==> src/rtl/video_to_axis.sv <==
// -----------------------------------------------------------------------------
// video_to_axis
//
// Converts a parallel video stream (hsync/vsync/active_video/data), sampled in
// the pixel clock domain, into an AXI4-Stream video master. Pixels pass through
// a first-word-fall-through FIFO of 2**ADDR_BITS entries so that downstream
// backpressure can be absorbed. Every beat carries tuser on frame pixel (0,0)
// and tlast on the last pixel of a line (x == H_DISP-1).
//
// Frame geometry is checked against H_DISP x V_DISP. locked reports that the
// last complete frame had exactly V_DISP lines of exactly H_DISP pixels.
//
// Capture state machine:
//   WAIT_VS : pixels discarded until a vsync assert edge.
//   CAPTURE : in-window pixels are written to the FIFO.
//   DROP    : entered on a FIFO overflow; pixels are discarded (each one
//             pulses overflow) until the next vsync assert edge.
//
// Optional feature (compile-time macro VIDEO_TO_AXIS_MEASURE_EN):
//   meas_width  : pixel count of the last completed line, sampled at vsync
//   meas_height : line count of the previous frame, sampled at vsync
//
// Ports:
//   aclk              in   1          clock (video and AXIS)
//   areset            in   1          synchronous reset, active-high
//   vid_hsync         in   1          horizontal sync, polarity H_POL
//   vid_vsync         in   1          vertical sync, polarity V_POL
//   vid_active_video  in   1          pixel valid
//   vid_data          in   DATA_BITS  pixel
//   m_axis_tdata      out  DATA_BITS  pixel
//   m_axis_tvalid     out  1          FIFO not empty
//   m_axis_tready     in   1          downstream accept
//   m_axis_tlast      out  1          last pixel of line
//   m_axis_tuser      out  1          first pixel of frame
//   locked            out  1          last complete frame had the expected geometry
//   overflow          out  1          one-cycle pulse per dropped pixel
//   meas_width        out  16         (VIDEO_TO_AXIS_MEASURE_EN only)
//   meas_height       out  16         (VIDEO_TO_AXIS_MEASURE_EN only)
// -----------------------------------------------------------------------------
module video_to_axis #(
    parameter int DATA_BITS = 8,
    parameter int ADDR_BITS = 6,
    parameter int H_DISP    = 640,
    parameter int V_DISP    = 480,
    parameter bit H_POL     = 1'b0,
    parameter bit V_POL     = 1'b1
) (
    input  logic                 aclk,
    input  logic                 areset,
    input  logic                 vid_hsync,
    input  logic                 vid_vsync,
    input  logic                 vid_active_video,
    input  logic [DATA_BITS-1:0] vid_data,
    output logic [DATA_BITS-1:0] m_axis_tdata,
    output logic                 m_axis_tvalid,
    input  logic                 m_axis_tready,
    output logic                 m_axis_tlast,
    output logic                 m_axis_tuser,
    output logic                 locked,
    output logic                 overflow
`ifdef VIDEO_TO_AXIS_MEASURE_EN
    ,
    output logic [15:0]          meas_width,
    output logic [15:0]          meas_height
`endif
);

    // -------------------------------------------------------------------------
    // Constants
    // -------------------------------------------------------------------------
    localparam int CW    = 16;                 // x/y counter width
    localparam int DEPTH = 1 << ADDR_BITS;
    localparam int W     = DATA_BITS + 2;      // {tuser, tlast, data}

    localparam logic [CW-1:0]      H_END   = CW'(H_DISP);
    localparam logic [CW-1:0]      H_LAST  = CW'(H_DISP - 1);
    localparam logic [CW-1:0]      V_END   = CW'(V_DISP);
    localparam logic [CW-1:0]      CNT_ONE = CW'(1);
    localparam logic [ADDR_BITS:0] PTR_ONE = (ADDR_BITS + 1)'(1);

    localparam logic [1:0] ST_WAIT_VS = 2'd0;
    localparam logic [1:0] ST_CAPTURE = 2'd1;
    localparam logic [1:0] ST_DROP    = 2'd2;

    // -------------------------------------------------------------------------
    // Input stage: one register on every video input. Syncs are stored
    // polarity-normalised (1 = asserted) so edge detection is polarity-free.
    // -------------------------------------------------------------------------
    logic                 hs_r, vs_r, act_r;
    logic                 hs_d, vs_d, act_d;
    logic [DATA_BITS-1:0] data_r;

    // NOTE: sequential state uses non-blocking assignments so every register
    // samples its inputs from before the clock edge, independent of block order.
    always_ff @(posedge aclk) begin
        if (areset) begin
            hs_r  <= 1'b0;
            vs_r  <= 1'b0;
            act_r <= 1'b0;
            hs_d  <= 1'b0;
            vs_d  <= 1'b0;
            act_d <= 1'b0;
        end else begin
            hs_r  <= vid_hsync ~^ H_POL;
            vs_r  <= vid_vsync ~^ V_POL;
            act_r <= vid_active_video;
            hs_d  <= hs_r;
            vs_d  <= vs_r;
            act_d <= act_r;
        end
    end

    // Pixel data is qualified by act_r, so it needs no reset.
    always_ff @(posedge aclk) begin
        data_r <= vid_data;
    end

    logic vs_edge;    // vsync assert edge
    logic hs_edge;    // hsync assert edge
    logic act_fall;   // end of an active run

    assign vs_edge  = vs_r & ~vs_d;
    assign hs_edge  = hs_r & ~hs_d;
    assign act_fall = ~act_r & act_d;

    // -------------------------------------------------------------------------
    // FIFO pointers and status. The extra MSB separates full from empty.
    // -------------------------------------------------------------------------
    logic [ADDR_BITS:0] wr_ptr, rd_ptr;
    logic               fifo_empty, fifo_full;
    logic               rd_en, wr_en, can_write;

    assign fifo_empty = (wr_ptr == rd_ptr);
    assign fifo_full  = (wr_ptr[ADDR_BITS] != rd_ptr[ADDR_BITS]) &&
                        (wr_ptr[ADDR_BITS-1:0] == rd_ptr[ADDR_BITS-1:0]);
    assign rd_en      = !fifo_empty && m_axis_tready;
    // A read in the same cycle frees a slot, so a write to a full FIFO still
    // succeeds when the head is being consumed.
    assign can_write  = !fifo_full || rd_en;

    // -------------------------------------------------------------------------
    // Capture control
    // -------------------------------------------------------------------------
    logic [1:0]    state;
    logic [CW-1:0] x, y;
    logic          frame_good;

    logic [1:0]    state_eff;
    logic [CW-1:0] y_eff;
    logic [CW-1:0] frame_lines;
    logic          in_window;
    logic          pix_cap;
    logic          drop_full, drop_geom, drop_state;
    logic          run_fail;
    logic [W-1:0]  wr_word;

    // A vsync edge coinciding with an active pixel is handled first: the pixel
    // is seen in CAPTURE with y = 0, making it frame pixel (0,0).
    // NOTE: every signal below gets a value on every path, so no latch is inferred.
    always_comb begin
        state_eff   = vs_edge ? ST_CAPTURE : state;
        y_eff       = vs_edge ? '0 : y;
        in_window   = (x < H_END) && (y_eff < V_END);
        pix_cap     = act_r && (state_eff == ST_CAPTURE);
        wr_en       = pix_cap && in_window && can_write;
        drop_full   = pix_cap && in_window && !can_write;
        drop_geom   = pix_cap && !in_window;
        drop_state  = act_r && (state_eff == ST_DROP);
        run_fail    = act_fall && (state == ST_CAPTURE) && (x != H_END);
        // Line count including a run that ends in this very cycle.
        frame_lines = act_fall ? (y + CNT_ONE) : y;
        wr_word     = {((x == '0) && (y_eff == '0)), (x == H_LAST), data_r};
    end

    always_ff @(posedge aclk) begin
        if (areset) begin
            state      <= ST_WAIT_VS;
            x          <= '0;
            y          <= '0;
            frame_good <= 1'b0;
            locked     <= 1'b0;
            overflow   <= 1'b0;
        end else begin
            overflow <= drop_full || drop_state;

            // x: active pixels seen in the current run (saturating). An hsync
            // edge in blanking also marks a fresh line.
            if (act_fall || (hs_edge && !act_r)) begin
                x <= '0;
            end else if (act_r && (x != '1)) begin
                x <= x + CNT_ONE;
            end

            // y: completed runs since the last vsync (saturating).
            if (vs_edge) begin
                y <= '0;
            end else if (act_fall && (y != '1)) begin
                y <= y + CNT_ONE;
            end

            // A short line loses lock; the partial line is left unterminated.
            if (run_fail) begin
                state  <= ST_WAIT_VS;
                locked <= 1'b0;
            end

            // Frame boundary: judge the frame just finished, start the next.
            if (vs_edge) begin
                state      <= ST_CAPTURE;
                frame_good <= 1'b1;
                if ((state == ST_CAPTURE) && !run_fail) begin
                    locked <= (frame_lines == V_END) && frame_good;
                end
            end

            // Pixel-level events come after the frame boundary so that a pixel
            // sharing the vsync cycle acts on the new frame.
            if (drop_geom) begin
                frame_good <= 1'b0;
            end
            if (drop_full) begin
                state  <= ST_DROP;
                locked <= 1'b0;
            end
            if (drop_state) begin
                locked <= 1'b0;
            end
        end
    end

    // -------------------------------------------------------------------------
    // FIFO storage and pointers
    // -------------------------------------------------------------------------
    logic [W-1:0] mem [DEPTH];

    // NOTE: the storage array has no reset; the pointers alone define which
    // entries are valid, and the read side is masked while empty.
    always_ff @(posedge aclk) begin
        if (wr_en) begin
            mem[wr_ptr[ADDR_BITS-1:0]] <= wr_word;
        end
    end

    always_ff @(posedge aclk) begin
        if (areset) begin
            wr_ptr <= '0;
            rd_ptr <= '0;
        end else begin
            if (wr_en) begin
                wr_ptr <= wr_ptr + PTR_ONE;
            end
            if (rd_en) begin
                rd_ptr <= rd_ptr + PTR_ONE;
            end
        end
    end

    // -------------------------------------------------------------------------
    // AXIS output: first-word-fall-through. The head entry cannot be
    // overwritten while it is still valid, so the payload holds steady
    // under backpressure.
    // -------------------------------------------------------------------------
    logic [W-1:0] rd_word;

    assign rd_word       = mem[rd_ptr[ADDR_BITS-1:0]];
    assign m_axis_tvalid = !fifo_empty;
    assign m_axis_tdata  = fifo_empty ? '0   : rd_word[DATA_BITS-1:0];
    assign m_axis_tlast  = fifo_empty ? 1'b0 : rd_word[W-2];
    assign m_axis_tuser  = fifo_empty ? 1'b0 : rd_word[W-1];

`ifdef VIDEO_TO_AXIS_MEASURE_EN
    // -------------------------------------------------------------------------
    // Geometry measurement, published at each vsync assert edge.
    // -------------------------------------------------------------------------
    logic [CW-1:0] last_width;

    always_ff @(posedge aclk) begin
        if (areset) begin
            last_width  <= '0;
            meas_width  <= '0;
            meas_height <= '0;
        end else begin
            if (act_fall) begin
                last_width <= x;
            end
            if (vs_edge) begin
                meas_width  <= act_fall ? x : last_width;
                meas_height <= frame_lines;
            end
        end
    end
`endif

endmodule

==> config.mk <==
export PLATFORM = sky130hd
export DESIGN_NAME = video_to_axis
export DESIGN_NICKNAME = d
export VERILOG_FILES = /design/src/rtl/video_to_axis.sv
export SDC_FILE = /design/constraint.sdc
export NUM_CORES = 1
export LEC_CHECK = 0
export CAP_MARGIN = 20
export CORE_ASPECT_RATIO = 1.4
export CORE_MARGIN = 2
export CORE_UTILIZATION = 57
export DETAILED_ROUTE_END_ITERATION = 8
export GPL_TIMING_DRIVEN = 0
export PLACE_DENSITY = 0.84
export SLEW_MARGIN = 20
export SYNTH_ARGS = -nofsm -noshare
export SYNTH_HDL_FRONTEND = slang
export SYNTH_SLANG_ARGS = --single-unit
==> constraint.sdc <==
create_clock -name aclk -period 4.9 [get_ports aclk]
set_clock_uncertainty 0.15 [all_clocks]
set_input_delay 0.735 -clock aclk [delete_from_list [all_inputs] [get_ports aclk]]
set_output_delay 0.735 -clock aclk [all_outputs]
set_load 0.03 [all_outputs]
# Word level (Yosys, flattened, before mapping)
# Memories as Yosys holds them, arrays and structs flattened. A register that Yosys moved wholly into a read port is not among the register bits.
# Cells that the tools add are included.
[totals]
out_inout_bits = 13
regBits = 65
mem_count = 1
inputBits = 14
wordCells = 92
ram_bits = 640
[classes]
n_mux = 16
n_eq_ne = 11
reduce_logical = 35
bitwise_logic = 7
order_cmp = 2
addsub = 4
[memory_table]
columns = ["name", "depth", "width", "read_ports", "rd_ports_with_merged_regs", "write_ports", "line_no", "source"]
rows = [
  ["mem", 64, 10, 1, 1, 1, "234", "logic [W-1:0] mem [DEPTH];"],
]
[op_table]
columns = ["cell", "count"]
rows = [
  ["$add A16 B1 Y16 const B", 2],
  ["$logic_not A16 Y1", 2],
  ["$mux W16", 2],
  ["$ne A16 B16 Y1 const B", 2],
  ["$logic_and A1 B1 Y1", 17],
  ["$eq A16 B10 Y1 const B", 1],
  ["$eq A16 B9 Y1 const B", 1],
  ["$lt A16 B10 Y1 const B", 1],
  ["$lt A16 B9 Y1 const B", 1],
  ["$ne A16 B10 Y1 const B", 1],
  ["$add A7 B1 Y7 const B", 2],
  ["$mux W6", 2],
  ["$mux W2", 4],
  ["$mux W8", 1],
  ["$reduce_or A2 Y1", 4],
  ["$eq A7 B7 Y1", 1],
  ["$mux W1", 7],
  ["$eq A6 B6 Y1", 1],
  ["$logic_not A1 Y1", 6],
  ["$eq A2 B1 Y1 const B", 2],
  ["$not A1 Y1", 4],
  ["$and A1 B1 Y1", 3],
  ["$logic_or A1 B1 Y1", 3],
  ["$reduce_bool A3 Y1", 1],
  ["other kinds (4)", 4],
]

# Longest topological paths before layout
[logic_depth]
depth_word = 9
mapped_depth = 10
mapped_depth_nobuf = 8

# Worst setup path before layout
# No wires, ideal clock.
[synth_path]
kind = "reg-to-reg"
start = "reg y[7]"
end = "mem mem[0][9] in the netlist's numbering, data pin"
synth_period_minus_slack_ns = 5.417
setup_slack_ns = -0.517
path_stages_with_launch = 6
arrival_time_ns = 4.403
path_cell_list = "dfxtp_1 clkbuf_1 or3_1 nor3_1 a31oi_1 nor4_1"
[synth_between]
elab_chain_len = 3
[synth_lines]
columns = ["item", "line_no", "source"]
rows = [
  ["from (decl)", "145", "logic [CW-1:0] x, y;"],
  ["from (signal assigned)", "198", "y <= y + CNT_ONE;"],
  ["$mux W16", "162", "y_eff = vs_edge ? '0 : y;"],
  ["$logic_not A16 Y1", "172", "wr_word = {((x == '0) && (y_eff == '0)), (x == H_LAST), data_r};"],
  ["$logic_and A1 B1 Y1", "172", ""],
  ["via wr_word[9]", "155", "logic [W-1:0] wr_word;"],
  ["to (decl)", "234", ""],
]
# The timed path passes the listed nets, and every way through them passes these cells.

==> run_results.csv <==
group,metric,value,unit
timing,hold_viol,0,
critical_path,critical_path_class,"reg -> out",
final_layout,final_common_cell,"edfxtp_1",
routing,drc,0,
flow_run,maxCapViolCount,0,
critical_path,r2r_end,"mem[7][9]$_DFFE_PP_",
routing,met1_length,24.51,mm
final_layout,fin_cells,2316,
place,io_buffers,25,
routing,num_vias,16000,
pwr,power_density,387.2,nW/um^2
global_routing,grt_use_total,29.96,%
cts,postCtsSetupRepairBufs,0,
cts,numCtsBuffers,61,
critical_path,path_delay_family,"buffers and inverters",
pwr,vdd_drop_max,0.0003546,V
global_routing,antenna_found_initial,4,
critical_path,worstPathRequired,4.01,ns
pwr,finalPower,12430,uW
timing,fmax,0.2066,GHz
synthesis,synth_area,28500,sq um
routing,routed_via_density,6.908,
worst_hold_path,min_path_type,"in -> reg",
synthesis,ys_warn_count,0,
synthesis,synth-seq-cells,711,
cts,cts-root-buf,"clkbuf_16",
final_layout,n_fill_cell,3232,
routing,dr.pass1.iters,6,
final_layout,synthToLayoutAreaGrowth,12.61,%
routing,wl_met3,7.578,mm
die,dieArea,51830,sq um
routing,drtIter0Drc,2007,
critical_path,critical_path_arrival,3.96,ns
final_layout,drive_gt1_share,24.54,%
global_routing,gr-total-overflow,0,
die,start_util,57.28,%
critical_path,reg2reg_depth,5,
cts,cts_tree,"done",
place,dpl.hpwl,47.88,mm
timing,timing.slew.headroom,22.14,%
synthesis,syn_avg_cell_area,18.79,sq um
cts,clock_path_buffers,3,
routing,postRouteAntennaNets,0,
critical_path,start_kind,"flip-flop",
die,fp-row-count,97,
critical_path,worst-path-buf-inv,7,
synthesis,postSynthCellCount,1517,
die,core-area,49760,sq um
outcome,status,"complete, no violations",
routing,wl_per_cell,32.67,um
critical_path,timing.critical_path.cells,"buf_2 > buf_6 > buf_4 > buf_4 > buf_2 > buf_4 > nand2_1 > nand3_1 > o2111ai_1 > o221ai_1 > dlygate4sd2_1",
synthesis,synth-seq-area-share,72.42,%
critical_path,r2r-start,"x[10]$_SDFFE_PP0P_",
critical_path,max_stage_delay,0.43,ns
synthesis,synth_ff_type,"edfxtp_1",
timing,slew_violations,0,
routing,wl_met2,37.65,mm
cts,htreeDepth,2,
place,postPlaceCellArea,29740,sq um
cts,cts_num_sinks,711,
final_layout,finalNetCount,1637,
place,gp_congestion,0.9105,
routing,highest_layer,"met5",
timing,setup_tns,0,ns
die,die_w,193.0,um
timing,layout_min_cycle_time,4.841,ns
timing,worst-slew-pin-transition,1.164,ns
critical_path,cpMostUsedCell,"buf_4",
synthesis,syn-num-nets,1536,
cts,path_clk_slew,0.07,ns
synthesis,async_flop_share,0,%
critical_path,worstSetupEndpoint,"m_axis_tuser",
timing,finalCritPeriodShare,98.80,%
place,dpl.cell_count,2196,
critical_path,r2r_slack,0.86,ns
die,ioPinCount,27,
routing,wl,75.67,mm
global_routing,grt_start_max_net_pins,65,
cts,clk_latency,0.61,ns
pwr,leakage,0.01006,uW
synthesis,ys_types,60,
global_routing,grt_first_pass_wirelength,109.1,mm
global_routing,grt_pass1_vias,16240,
die,die_height,268.6,um
timing,finalSetupViolCount,0,
critical_path,critPathCaptureType,"output pin",
critical_path,cp_slowest_cell,"dlygate4sd2_1",
final_layout,stdcell_area,32100,sq um
critical_path,cp_max_fo,10,
synthesis,synth-edff-count,640,
final_layout,final_cell_mix,"edfxtp_1 (640), mux4_2 (190), nor2_1 (129), clkbuf_16 (66), dfxtp_1 (63)",
critical_path,cp.depth,11,
## power by group
group	total, uW	switching (uW)	internal (uW)
Clock	5120	2200	2920
Sequential	6680	66.2	6610
Combinational	626	371	254
Total	12400	2640	9790
## area by class of cell
| class | count | area, sq um | share of cell area [%] |
|---|---|---|---|
| Clock buffer | 80 | 1724 | 5.372 |
| Buffer | 86 | 449.2 | 1.400 |
| Multi-Input combinational cell | 706 | 7586 | 23.64 |
| Tap cell | 643 | 804.5 | 2.507 |
| Timing Repair Buffer | 38 | 391.6 | 1.220 |
| Antenna cell | 2 | 5.005 | 0.01559 |
| Clock inverter | 36 | 420.4 | 1.310 |
| Inverter | 14 | 52.55 | 0.1637 |
| Sequential cell | 711 | 20660 | 64.38 |
## metal layers
| layer | up-vias | GRT usage [%] |
|---|---|---|
| met5 | - | 0 |
| met4 | 6 | 19.68 |
| met3 | 321 | 6.430 |
| met2 | 1219 | 49.43 |
| met1 | 8075 | 35.71 |
| li1 | 6379 | - |
## synthesized netlist by cell type, drive strengths merged (11+ instances only)
cell	number	area, sq um
a221oi	20	175.2
a22o	20	175.2
buf	41	211.5
clkbuf	45	168.9
dfxtp	71	1421
edfxtp	640	19220
inv	14	52.55
mux2i	14	140.1
mux4	190	4279
nand2	62	242.7
nand3	27	140.1
nand4	19	118.9
nor2	151	566.8
nor2b	11	68.82
nor3	14	70.07
nor4	13	117.6
o221ai	19	166.4
xnor2	27	236.5
xor2	24	210.2
## worst min path at each step
stage	startpoint	endpoint	slack (ns)	cells after the start
after global placement	vs_r$_SDFF_PP0_	vs_d$_SDFF_PP0_	0.29	1
after global routing	areset	act_r$_SDFF_PP0_	0.29	2
final	areset	act_d$_SDFF_PP0_	0.27	2
after CTS	areset	act_r$_SDFF_PP0_	0.27	2
after detailed placement	vs_r$_SDFF_PP0_	vs_d$_SDFF_PP0_	0.31	1
after floorplan	vs_r$_SDFF_PP0_	vs_d$_SDFF_PP0_	0.28	1
## state kept, by name, indices dropped and copies added, names as in the netlist, named ones only
register,cells
hs_d,1
rd_ptr,7
wr_ptr,7
frame_good,1
data_r,8
state,2
mem,640
locked,1
hs_r,1
vs_d,1
vs_r,1
act_d,1
overflow,1
act_r,1
y,16
x,16
## kinds of logic (layout without fill, tap and decap cells)
group           after synthesis  count (layout)  share of synthesized area (%)
compound gates              102             102                          2.950
xor+xnor                     51              51                          1.567
flops                       711             711                          72.42
mux                         204             204                          15.51
fa+ha+maj                     5               5                         0.2195
simple gates                344             344                          5.821
buf+inv                     100             254                          1.519
other cells                   0               2                              0
## metrics by stage
stage	worst slack (ns)	hold WS, ns	util (%)
2_1_floorplan	0.7094	0.2797	-
3_3_place_gp	-2.020	0.2933	59.41
3_5_place_dp	-0.07799	0.3061	59.78
4_1_cts	0.03059	0.2673	64.35
5_1_grt	-0.006649	0.2888	64.50
6_report	0.05888	0.2668	64.50
## repair_timing
action / in CTS / in global routing
setup endpoints to repair: 10 / 5
hold buffers: 0 / 0
resized for setup: 57 / 7
gates cloned: 0 / 0
(Power assumes the default switching activity.)
